## config.mk

```make
export PLATFORM = sky130hd
export DESIGN_NAME = m_ifetch_queue
export DESIGN_NICKNAME = d
export VERILOG_FILES = /design/src/rtl/m_ifetch_queue.sv
export SDC_FILE = /design/constraint.sdc
export NUM_CORES = 1
export LEC_CHECK = 0
export BUFFER_PORTS_ARGS = -buffer_cell sky130_fd_sc_hd__buf_2
export CORE_ASPECT_RATIO = 1.2
export CORE_MARGIN = 3
export CORE_UTILIZATION = 30
export CTS_BUF_LIST = sky130_fd_sc_hd__clkbuf_16
export DETAILED_ROUTE_END_ITERATION = 7
export GPL_TIMING_DRIVEN = 0
export PLACE_DENSITY = 0.49
export RECOVER_POWER = 25
export SETUP_SLACK_MARGIN = 0.4
export SLEW_MARGIN = 0
export SYNTH_ARGS = -nofsm -noshare
export SYNTH_HDL_FRONTEND = slang
export SYNTH_SLANG_ARGS = --single-unit
export TNS_END_PERCENT = 20
```

## constraint.sdc

```tcl
create_clock -name w_clock -period 5.7 [get_ports w_clock]
set_clock_uncertainty 0.15 [all_clocks]
set_input_delay 1.14 -clock w_clock [delete_from_list [all_inputs] [get_ports w_clock]]
set_output_delay 1.14 -clock w_clock [all_outputs]
set_load 0.03 [all_outputs]
```

## src/rtl/m_ifetch_queue.sv

```systemverilog
// m_ifetch_queue: instruction fetch front end with a prefetch FIFO.
// Issues word-aligned fetches to a synchronous instruction memory with one
// cycle of latency. It buffers the returned (pc, ir) pairs and presents the
// oldest pair to decode first-word-fall-through over a valid/ready handshake.
// A redirect from EX flushes the buffer, drops any fetch still in flight and
// restarts fetching at the branch target.
//
// Ports:
//   w_clock      in   clock; all state updates on posedge
//   w_reset      in   synchronous active-high reset
//   w_imem_req   out  fetch request this cycle
//   w_imem_addr  out  fetch address (always the next fetch pc)
//   w_imem_data  in   instruction for the request issued in the previous cycle
//   w_redirect   in   taken branch from EX; flush and restart
//   w_tpc        in   redirect target; bits [1:0] are ignored
//   w_ready      in   decode accepts the head entry
//   w_valid      out  head entry available
//   w_ir         out  head instruction; NOP when not valid
//   w_pc         out  head pc; 0 when not valid
//   w_count      out  number of occupied entries
module m_ifetch_queue #(
    parameter int unsigned DEPTH    = 4,
    parameter logic [31:0] RESET_PC = 32'h0,
    parameter logic [31:0] NOP      = 32'h13
) (
    input  logic                       w_clock,
    input  logic                       w_reset,
    output logic                       w_imem_req,
    output logic [31:0]                w_imem_addr,
    input  logic [31:0]                w_imem_data,
    input  logic                       w_redirect,
    input  logic [31:0]                w_tpc,
    input  logic                       w_ready,
    output logic                       w_valid,
    output logic [31:0]                w_ir,
    output logic [31:0]                w_pc,
    output logic [$clog2(DEPTH):0]     w_count
);

    localparam int unsigned AW = $clog2(DEPTH);
    localparam int unsigned CW = AW + 1;

    logic [31:0]   r_fpc;
    logic [31:0]   r_ipc;
    logic          r_inflight;
    logic [31:0]   r_mem_pc [DEPTH];
    logic [31:0]   r_mem_ir [DEPTH];
    logic [AW-1:0] r_rd;
    logic [AW-1:0] r_wr;
    logic [CW-1:0] r_count;

    logic [CW:0]   w_credit;
    logic          w_push;
    logic          w_pop;

    // Occupied plus reserved slots; a request is only issued when its
    // response is guaranteed room, so a push never meets a full FIFO.
    assign w_credit    = {1'b0, r_count} + {{CW{1'b0}}, r_inflight};
    assign w_imem_req  = !w_reset && !w_redirect && (w_credit < (CW+1)'(DEPTH));
    assign w_imem_addr = r_fpc;

    assign w_push  = r_inflight && !w_redirect;
    assign w_valid = (r_count != '0) && !w_redirect && !w_reset;
    assign w_pop   = w_valid && w_ready;

    // Head is read straight from storage, so w_imem_data never reaches an output.
    assign w_ir    = w_valid ? r_mem_ir[r_rd] : NOP;
    assign w_pc    = w_valid ? r_mem_pc[r_rd] : '0;
    assign w_count = r_count;

    always_ff @(posedge w_clock) begin
        if (w_reset) begin
            r_fpc      <= RESET_PC;
            r_inflight <= 1'b0;
            r_ipc      <= '0;
            r_rd       <= '0;
            r_wr       <= '0;
            r_count    <= '0;
        end else if (w_redirect) begin
            r_fpc      <= w_tpc & ~32'h3;
            r_inflight <= 1'b0;
            r_rd       <= '0;
            r_wr       <= '0;
            r_count    <= '0;
        end else begin
            if (w_imem_req) begin
                r_fpc      <= r_fpc + 32'd4;
                r_inflight <= 1'b1;
                r_ipc      <= r_fpc;
            end else begin
                r_inflight <= 1'b0;
            end
            if (w_push) r_wr <= r_wr + AW'(1);
            if (w_pop)  r_rd <= r_rd + AW'(1);
            case ({w_push, w_pop})
                2'b10:   r_count <= r_count + CW'(1);
                2'b01:   r_count <= r_count - CW'(1);
                default: r_count <= r_count;
            endcase
        end
    end

    // Storage needs no reset; entries are only read once counted.
    always_ff @(posedge w_clock) begin
        if (w_push && !w_reset) begin
            r_mem_pc[r_wr] <= r_ipc;
            r_mem_ir[r_wr] <= w_imem_data;
        end
    end

    a_no_overflow: assert property (@(posedge w_clock) disable iff (w_reset)
        !(w_push && !w_pop && r_count == CW'(DEPTH)));

endmodule

```

Word level (Yosys, flattened, before mapping)
Memories as Yosys holds them, arrays and structs flattened. A register that Yosys moved wholly into a read port is not among the register bits.
Cells that the tools add are included.
Widths: inputs -> output; s select.
{"block": "totals", "ramBits": 256, "in_bits": 68, "reg_bits": 72, "out_inout_bits": 101, "word_cells": 45, "memories": 2}
{"name": "r_mem_ir", "depth": 4, "width": 32, "rd": 1, "rd_clocked_by_memory_dff": 1, "wr": 1, "line_no": "47", "text": "logic [31:0] r_mem_ir [DEPTH];"}
{"name": "r_mem_pc", "depth": 4, "width": 32, "rd": 1, "rd_clocked_by_memory_dff": 1, "wr": 1, "line_no": "46", "text": "logic [31:0] r_mem_pc [DEPTH];"}
{"block": "op_classes", "bitwise": 1, "muxes": 12, "order_cmp": 1, "reduce_logical": 14, "n_addsub": 6, "n_eq_ne": 2}
{"operator": "$mux 32", "count": 4}
{"operator": "$add 32x3->32 const B", "count": 1}
{"operator": "$mux 2", "count": 4}
{"operator": "$logic_and 1x1->1", "count": 7}
{"operator": "$pmux 3 s2", "count": 1}
{"operator": "$add 2x1->2 const B", "count": 2}
{"operator": "$add 3x1->4", "count": 1}
{"operator": "$lt 4x3->1 const B", "count": 1}
{"operator": "$reduce_bool 2->1", "count": 2}
{"operator": "$add 3x1->3 const B", "count": 1}
{"operator": "$mux 1", "count": 3}
{"operator": "$reduce_bool 3->1", "count": 1}
{"operator": "$sub 3x1->3 const B", "count": 1}
{"operator": "$eq 2x1->1 const B", "count": 1}
{"operator": "$eq 2x2->1 const B", "count": 1}
{"operator": "$logic_not 1->1", "count": 2}
{"operator": "$reduce_and 2->1", "count": 1}
{"operator": "$reduce_or 2->1", "count": 1}
{"operator": "$not 1->1", "count": 1}

Logic depth before layout (Yosys ltp)
Gate-level depths: netlist of the first run.
{"block": "logic_depth", "word_depth": 6, "depth_mapped": 11, "mapped_depth_nobuf": 8}

Worst setup path after synthesis of the first run
Ideal clock, no wire load.
{"block": "synth_path", "kind": "input -> register", "startpoint": "in w_redirect", "endpoint": "mem r_mem_ir[3][0] (enable)", "arrival_time_ns": 3.494, "path_buffers": 3, "slack_ns": 1.629, "setup_time_ns": 0.427, "stages": 5, "required_ns": 5.123, "path_cell_list": "clkbuf_1 nor2_1 clkbuf_1 clkbuf_1 and3_1"}
{"block": "synth_between", "elab_chain_len": 5}
{"item": "start: declaration", "line_no": "31", "text": "input logic w_redirect,"}
{"item": "$logic_not 1->1", "line_no": "62", "text": "assign w_push = r_inflight && !w_redirect;"}
{"item": "$logic_and 1x1->1", "line_no": "62"}
{"item": "$logic_and 1x1->1", "line_no": "105", "text": "if (w_push && !w_reset) begin"}
{"item": "$mux 1", "line_no": "105"}
{"item": "$mux 1 (implied by the code)", "line_no": "107", "text": "r_mem_ir[r_wr] <= w_imem_data;"}
{"item": "end: declaration", "line_no": "47"}
Every way passes these cells.

Final worst setup path of the first run
{"block": "layout_path", "startpoint": "in w_redirect", "endpoint": "out w_pc[11]"}
{"block": "layout_between", "elab_chain_len": 4}
{"item": "$logic_not 1->1", "line_no": "63", "text": "assign w_valid = (r_count != '0) && !w_redirect && !w_reset;"}
{"item": "$logic_and 1x1->1 (2 in series)", "line_no": "63"}
{"item": "$mux 32", "line_no": "68", "text": "assign w_pc = w_valid ? r_mem_pc[r_rd] : '0;"}
{"item": "end: declaration", "line_no": "36", "text": "output logic [31:0] w_pc,"}
Every way passes these cells.

==> out/metrics.cfg, run 1 <==
[run_status]
outcome=completed

[logic_synthesis]
netlist-cell-type-count=64
ys_async_sr_fraction_pct=0
synth_edf_count=248
synthFlopType=edfxtp_1
ys_seq_area_share_pct=69.25
netlist_area_mm2=0.01278
avgSynthCellArea_um2=15.41
ys_seq_elements=318
synth_warnings=0
netlist_instances=829

[global_routing]
gr-total-overflow=0
grt_pass1_vias=8260
antenna_found_initial=1
grt_pass1_wl_mm=50.75
grt_max_degree=40
grt_util_all_layers_pct=14.60

[setup_path]
cp-start-kind=primary input
arrival_ps=3360
cp_data_required_time_ps=4410
cp_max_fo=10
cp-end-kind=output pin
path_class=in2out

[run]
drv_cap=0

[power]
power_density_mw_per_mm2=322.2
pwr-share-seq_pct=51.2
p_clk_share_pct=44.6
p_switching_mw=1.081
sw_frac_of_total_pct=21.61
irDropWorstVdd_uv=181.8
p_comb_share_pct=4.3
p_leak_nw=5.650
p_int_mw=3.921

[final_layout]
final_cells=1606
areaGrowthSynthToFinish_pct=21.50
final_common_cell=edfxtp_1
final_cell_area_mm2=0.01552
diodes=0
post-route-util_pct=37.00
layout_common_cells=248 x edfxtp_1, 156 x buf_2, 81 x nand2_1
layout-drive-gt1-share_pct=28.21
layout.nets=1109

[clock_network]
cts_buffer_depth=3
cts_tree=built
clk_latency_ps=520
clk_pin_slew_ps=60
cts.htree.levels=2
cts_root_buf=clkbuf_16
hold_buffers=0
cts_setup_buffers=0
numCtsBuffers=35
cts_resized=0
clkSinkCount=318

[placed_design]
finalWeightedCongestion=0.7788
portBuffers=161
place_area_mm2=0.01440
place_inst=1543
hpwlAfterDp_mm=21.89

[floorplanning]
die_h_um=232.1
die_area_mm2=0.04511
row_count=82
die_w_um=194.4
fp.coreArea_mm2=0.04196
start_util_pct=30.45
ios=169

[sta]
grt_setup_unrepaired=false
fin_crit_ps=4653
setup_violations=0
post-route-period-util_pct=81.63
worstMarginPinSlew_ps=854.1
slew_headroom_pct=43.06
setup-tns-final_ps=0
hold_viol_final=0
max_freq_ghz=0.2149
drv_slew=0

[route]
num_vias=7873
drc=0
drt_first_pass_iters=5
vias_per_cell=4.902
wl_mm=33.18
wl_per_cell_um=20.66
postRouteAntennaNets=0
first_iter_violations=428

[hold_path]
hp-class=reg2reg

registers in the layout, indices dropped and copies added (netlist names), named ones only:
| signal | count |
|---|---|
| r_ipc | 30 |
| w_count | 3 |
| r_wr | 2 |
| r_mem_pc | 120 |
| r_rd | 2 |
| r_inflight | 1 |
| w_imem_addr | 30 |
| r_mem_ir | 128 |
Yosys cell counts (2+ instances only):
cell type | instances | share of area [%]
buf_1 | 3 | 0.088
nand2_1 | 81 | 2.4
a21boi_0 | 2 | 0.12
or3_1 | 7 | 0.34
xnor2_1 | 9 | 0.62
and3_1 | 66 | 3.2
a221oi_1 | 3 | 0.21
a32oi_1 | 2 | 0.14
buf_4 | 4 | 0.24
o31a_1 | 2 | 0.14
a31oi_1 | 3 | 0.15
nor4_1 | 8 | 0.39
and4_1 | 2 | 0.14
a311oi_1 | 5 | 0.34
ha_1 | 6 | 0.59
inv_1 | 18 | 0.53
o21ai_0 | 11 | 0.43
buf_2 | 8 | 0.31
a311o_1 | 2 | 0.16
mux4_2 | 62 | 11
a211oi_1 | 10 | 0.59
nand2b_1 | 3 | 0.15
nand3_1 | 16 | 0.63
or4_1 | 5 | 0.29
a31o_2 | 2 | 0.14
dfxtp_1 | 70 | 11
nor2b_1 | 2 | 0.098
xor2_1 | 6 | 0.41
nor2_1 | 26 | 0.76
a21o_1 | 3 | 0.18
and3_2 | 2 | 0.12
edfxtp_1 | 248 | 58
nand4_1 | 12 | 0.59
o311ai_0 | 2 | 0.14
clkbuf_1 | 42 | 1.2
and4_2 | 2 | 0.16
nor3_1 | 11 | 0.43
a21oi_1 | 37 | 1.4
worst max-delay path, cell delays in order:
cell	delay, ps
clkbuf_1	220
nor2_1	340
clkbuf_1	690
clkbuf_1	450
and3_1	290
buf_2	220
metal layers:
metal	part of all wire, %	vias up	global-route usage, %	routed length [um]
li1	-	3630	-	-
met1	44	3972	19.14	14530
met2	49	225	24.66	16220
met3	5.3	44	3.091	1761
met4	2.0	2	4.085	650
met5	0.036	-	0	12
power groups by stage:
stage	registers [mW]	clock network, mW	logic [mW]
2_1_floorplan	2.63	0	0.0945
3_3_place_gp	2.61	0	0.213
3_5_place_dp	2.61	0	0.217
4_1_cts	2.56	2.31	0.218
5_1_grt	2.56	2.38	0.234
6_report	2.56	2.23	0.213
worst paths after layout:
path | startpoint | endpoint | slack [ps] | cells after the start
setup / recovery | w_redirect | w_pc[11] | 1050 | 6
hold / removal | r_ipc[12] | r_mem_pc[1][12] | 340 | 0
setup reg to reg | w_count[2] | w_count[2] | 2710 | 9
hold reg to reg | r_ipc[12] | r_mem_pc[1][12] | 340 | 0
area by class of cell:
class	instances	area [um2]
Buffer	59	259.0
Clock buffer	36	900.9
Clock inverter	27	240.2
Fill cell	3994	26440
Inverter	19	71.32
Multi-Input combinational cell	436	3630
Sequential cell	318	8848
Tap cell	546	683.2
Timing Repair Buffer	165	892.1
kinds of logic (layout without fill, tap and decap cells):
| family | count (synthesis) | count (layout) | share of synthesized area, % |
|---|---|---|---|
| flip-flops | 318 | 318 | 69.25 |
| other | 1 | 4 | 0.02935 |
| XOR/XNOR | 15 | 15 | 1.028 |
| AO/OA/AOI/OAI | 94 | 94 | 4.887 |
| adder cells (fa/ha/maj) | 7 | 7 | 0.7442 |
| multiplexers | 64 | 64 | 11.09 |
| AND/OR/NAND/NOR | 252 | 252 | 10.38 |
| buffers and inverters | 78 | 306 | 2.585 |
stage by stage:
step / setup WS (ps) / power, mW / hold slack (ps)
floorplan: 1629 / 2.720 / 310.0
global placement: -802.5 / 2.824 / 332.1
detailed placement: 973.7 / 2.826 / 336.2
CTS: 958.8 / 5.085 / 345.8
global route: 839.9 / 5.181 / 372.4
finish: 1047 / 5.002 / 343.9
(Power assumes the default switching activity.)
==> run 2, diff against run 1 <==
Settings changed: PLACE_DENSITY 0.49 to 0.51.
Clock period 5.7 ns to 4.1 ns, I/O delays scaled along.
==> run 2 against run 1 <==
- final area increased by 0.54%
- utilization increased by 0.20 points
- first-iteration DRC count decreased by 3.0%
- clock power increased by 45%
- combinational power increased by 38%
==> out/metrics.cfg, run 2 (synthesis results as in run 1) <==
[final_layout]
layout.nets=1110
areaGrowthSynthToFinish_pct=22.16
layout_common_cells=248 x edfxtp_1, 149 x buf_2, 81 x nand2_1
largest_registers=r_mem_ir: 128 flops, r_mem_pc: 120 flops
largest-register=r_mem_ir
final_cells=1609
seq_area_mm2=0.008848
diodes=0
multi_input_area_mm2=0.003641
layout-drive-gt1-share_pct=28.50
final_common_cell=edfxtp_1
nFillCells=4093
largest_reg_flops=128

[route]
postRouteAntennaNets=0
first_iter_violations=415
num_vias=7875
drc=0
vias_per_cell=4.894
drt_first_pass_iters=5
wl_mm=32.54
wl_per_cell_um=20.23

[sta]
hold_viol_final=0
grt_setup_unrepaired=true
max_freq_ghz=0.2715
worstMarginPinSlew_ps=711.0
drv_slew=0
hold_slack_ps=347.7
setup_violations=0
fin_crit_ps=3684
post-route-period-util_pct=89.85
slew_headroom_pct=52.16

[clock_network]
cts_setup_buffers=0
clkSinkCount=318
cts.htree.levels=2
clk_latency_ps=530
hold_buffers=0
cts_root_buf=clkbuf_16
numCtsBuffers=36
clk_pin_slew_ps=60
cts_tree=built
cts_resized=8
cts_buffer_depth=3

[global_routing]
grt_pass1_wl_mm=50.07
gr-total-overflow=0
grt_util_all_layers_pct=14.45
antenna_found_initial=1
grt_max_degree=43
grt_pass1_vias=8146

[setup_path]
cp_data_required_time_ps=3130
path_class=reg2out
cp-start-kind=flop
arrival_ps=2710
cp_max_fo=10
cp-end-kind=output pin

[placed_design]
place_inst=1543
finalWeightedCongestion=0.7940
portBuffers=161
hpwlAfterDp_mm=21.68

[floorplanning]
die_area_mm2=0.04511
fp.coreArea_mm2=0.04196
start_util_pct=30.45
die_w_um=194.4
die_h_um=232.1
row_count=82
ios=169

[power]
p_total_mw=7.093
irDropWorstVdd_uv=223.7
p_leak_nw=5.684
power_density_mw_per_mm2=454.4

[hold_path]
hp-class=reg2reg

[run_status]
outcome=completed

[run]
drv_cap=0

-- run 2: layout make-up --
| class | count | area share, % |
|---|---|---|
| sequential | 318 | 56.69 |
| multi-input combinational | 436 | 23.33 |
| clock buffer | 37 | 5.932 |
| timing repair buffer | 165 | 5.699 |
| tap | 546 | 4.377 |
| clock inverter | 29 | 1.780 |
| buffer | 59 | 1.739 |
| inverter | 19 | 0.4569 |
-- run 2: through the flow --
stage                     worst slack (ps)  TNS (ps)  instance area [um2]  utilization [%]
after floorplan                      555.9         0                12790                -
after global placement               -1702   -355940                14280            34.03
after detailed placement             31.53         0                14410            34.33
after CTS                            298.4         0                15620            37.23
after global routing                 285.6         0                15610            37.20
final                                416.2         0                15610            37.20
-- run 2: worst paths after layout --
path | start | to | slack [ps] | cells after the start
worst max-delay path | flop | w_pc[5] | 420 | 5
worst min-delay path | r_ipc[30] | r_ipc[30] | 350 | 2
worst max register to register | w_count[2] | w_count[2] | 1400 | 9
worst min register to register | r_ipc[30] | r_ipc[30] | 350 | 2
-- run 2: critical path: stages, from the launching register on --
cell and delay (ps):
dfxtp_1 300, buf_1 480, clkbuf_1 590, mux4_2 400
and3_1 230, buf_2 190
-- run 2: where the power goes --
| part | total, mW | internal [mW] | switching [mW] |
|---|---|---|---|
| Sequential | 3.56 | 3.50 | 0.0553 |
| Combinational | 0.294 | 0.0955 | 0.198 |
| Clock | 3.24 | 1.96 | 1.27 |
-- run 2: layer usage --
layer	share of wire (%)	vias up	global-route usage (%)
li1	-	3645	-
met1	42	3955	18.43
met2	50	232	24.85
met3	4.8	43	2.772
met4	2.8	0	4.826
met5	0	-	0
==> run 3, diff against run 2 <==
Settings changed: CORE_UTILIZATION 30 to 52, PLACE_DENSITY 0.51 to 0.78.
==> run 3 against run 2 <==
- sequential share of layout area grew 2.2 points
- count of clock-buffer cells in the layout shrank 5
- worst setup slack gained 52 ps
- flip-flop and latch count is the same
- register-to-register slack lost 170 ps
- non-clock buffer count is the same
- critical path depth is the same
- die area shrank 41%
- clock power shrank 20%
- worst hold slack gained 1.5 ps
- sequential power is essentially flat
- final cell count shrank 15%
- largest power group unchanged
==> out/metrics.cfg, run 3 (synthesis results as in run 1) <==
[clock_network]
cts_buffer_depth=3
cts_root_buf=clkbuf_16
clk_pin_slew_ps=60
cts_tree=built
cts.htree.levels=1
clk_latency_ps=550
numCtsBuffers=30
cts_setup_buffers=0
clkSinkCount=318

[route]
wl_per_cell_um=20.75
drc=0
wl_mm=28.52
top_layer_used=met4
wl_met3_mm=1.916
wl_met1_mm=11.82
num_vias=7910
drt_first_pass_iters=5
first_iter_violations=634
postRouteAntennaNets=0
wl_met2_mm=14.30
vias_per_cell=5.757

[final_layout]
final_common_cell=edfxtp_1
largest_reg_flops=128
layout-drive-gt1-share_pct=27.07
largest_registers=r_mem_ir: 128 flops, r_mem_pc: 120 flops
largest-register=r_mem_ir
layout.nets=1104
areaGrowthSynthToFinish_pct=17.56
layout_common_cells=248 x edfxtp_1, 151 x buf_2, 81 x nand2_1

[setup_path]
cp_slowest_stage_delay_ps=540
cp_max_fo=10
crit_buf_inv=3
path_class=reg2out
path_cells=buf_1 -> clkbuf_1 -> mux4_2 -> and3_1 -> buf_2
cp_data_required_time_ps=3130
crit_slowest_cell=clkbuf_1
cp_top_family=buffers and inverters
cp-end-kind=output pin
arrival_ps=2660
cp-start-kind=flop

[sta]
setup_violations=0
setup-tns-final_ps=0
slew_headroom_pct=51.23
max_freq_ghz=0.2753
post-route-period-util_pct=88.59
worstMarginPinSlew_ps=726.0
grt_setup_unrepaired=true
drv_slew=0
hold_viol_final=0
hold_slack_ps=349.2
fin_crit_ps=3632

[power]
p_leak_nw=5.528
power_density_mw_per_mm2=428.9
p_total_mw=6.443
irDropWorstVdd_uv=331.4

[global_routing]
grt_pass1_wl_mm=43.93
gr-total-overflow=0
grt_pass1_vias=7835
antenna_found_initial=1
grt_util_all_layers_pct=21.28
grt_max_degree=39

[floorplanning]
fp.coreArea_mm2=0.02405
die_h_um=177.7
ios=169
die_w_um=149.1
start_util_pct=53.13
die_area_mm2=0.02650
row_count=62

[run_status]
outcome=completed

[placed_design]
finalWeightedCongestion=0.8821
hpwlAfterDp_mm=18.73
portBuffers=161

[hold_path]
hp-class=in2reg

[run]
drv_cap=0

## run 3: cell types whose count changed in the layout (fill, tap and decap cells not counted), sizes merged
cell	before	now
clkinv	13	18
clkinvlp	3	2
inv	27	22
buf	160	162
diode	0	1
clkbuf	100	93
bufinv	5	1
## run 3: where the power goes
part | internal [mW] | total (mW) | switching, mW
combinational | 0.0949 | 0.289 | 0.194
clock | 1.46 | 2.60 | 1.14
sequential | 3.50 | 3.56 | 0.0540
## run 3: area by class of cell
| class | count | area (um2) |
|---|---|---|
| multi-input cells | 436 | 3638 |
| inverters | 19 | 71.32 |
| flip-flops and latches | 318 | 8848 |
| clock inverters | 24 | 128.9 |
| well taps | 320 | 400.4 |
| diodes | 1 | 2.502 |
| repair buffers | 165 | 862.1 |
| clock buffers | 32 | 800.8 |
| fillers | 1800 | 9027 |
| plain buffers | 59 | 267.8 |
## run 3: final timing paths
check	start	end	cells past startpoint	slack, ps
worst max-delay path	flop	w_ir[9]	5	470
worst max register to register	w_count[2]	w_count[2]	9	1230
worst min-delay path	w_imem_data[16]	r_mem_ir[1][16]	1	350
worst min register to register	r_ipc[16]	r_ipc[16]	2	350
## run 3: layer usage
metal / GRT usage [%] / vias up
met2: 35.91 / 293
li1: - / 3616
met1: 29.63 / 3967
met5: 0 / -
met4: 5.036 / 0
met3: 3.116 / 34
## run 3: worst register-to-register path, cell delays in order (launching register included)
cell,delay (ps)
dfxtp_1,510
or3_1,180
clkbuf_1,450
and3_1,290
ha_1,200
inv_1,60
fa_1,370
xor2_1,160
or3_1,310
a21oi_1,140
## run 3: through the flow
stage               instances  util (%)  area [um2]  setup WS [ps]
floorplan                 832         -       12790          555.9
global placement         1313     58.20       14000          -1125
detailed placement       1317     58.61       14090          285.2
CTS                      1373     62.50       15030          412.6
global route             1373     62.45       15020          366.5
finish                   1374     62.46       15020          467.8
## run 3: repair_timing
item / CTS / global route
resized for setup: 5 / 5
hold buffers: 0 / 0
pin swaps: 0 / 0
endpoints found under the hold margin: 0 / 0
endpoints found under the setup margin: 61 / 33
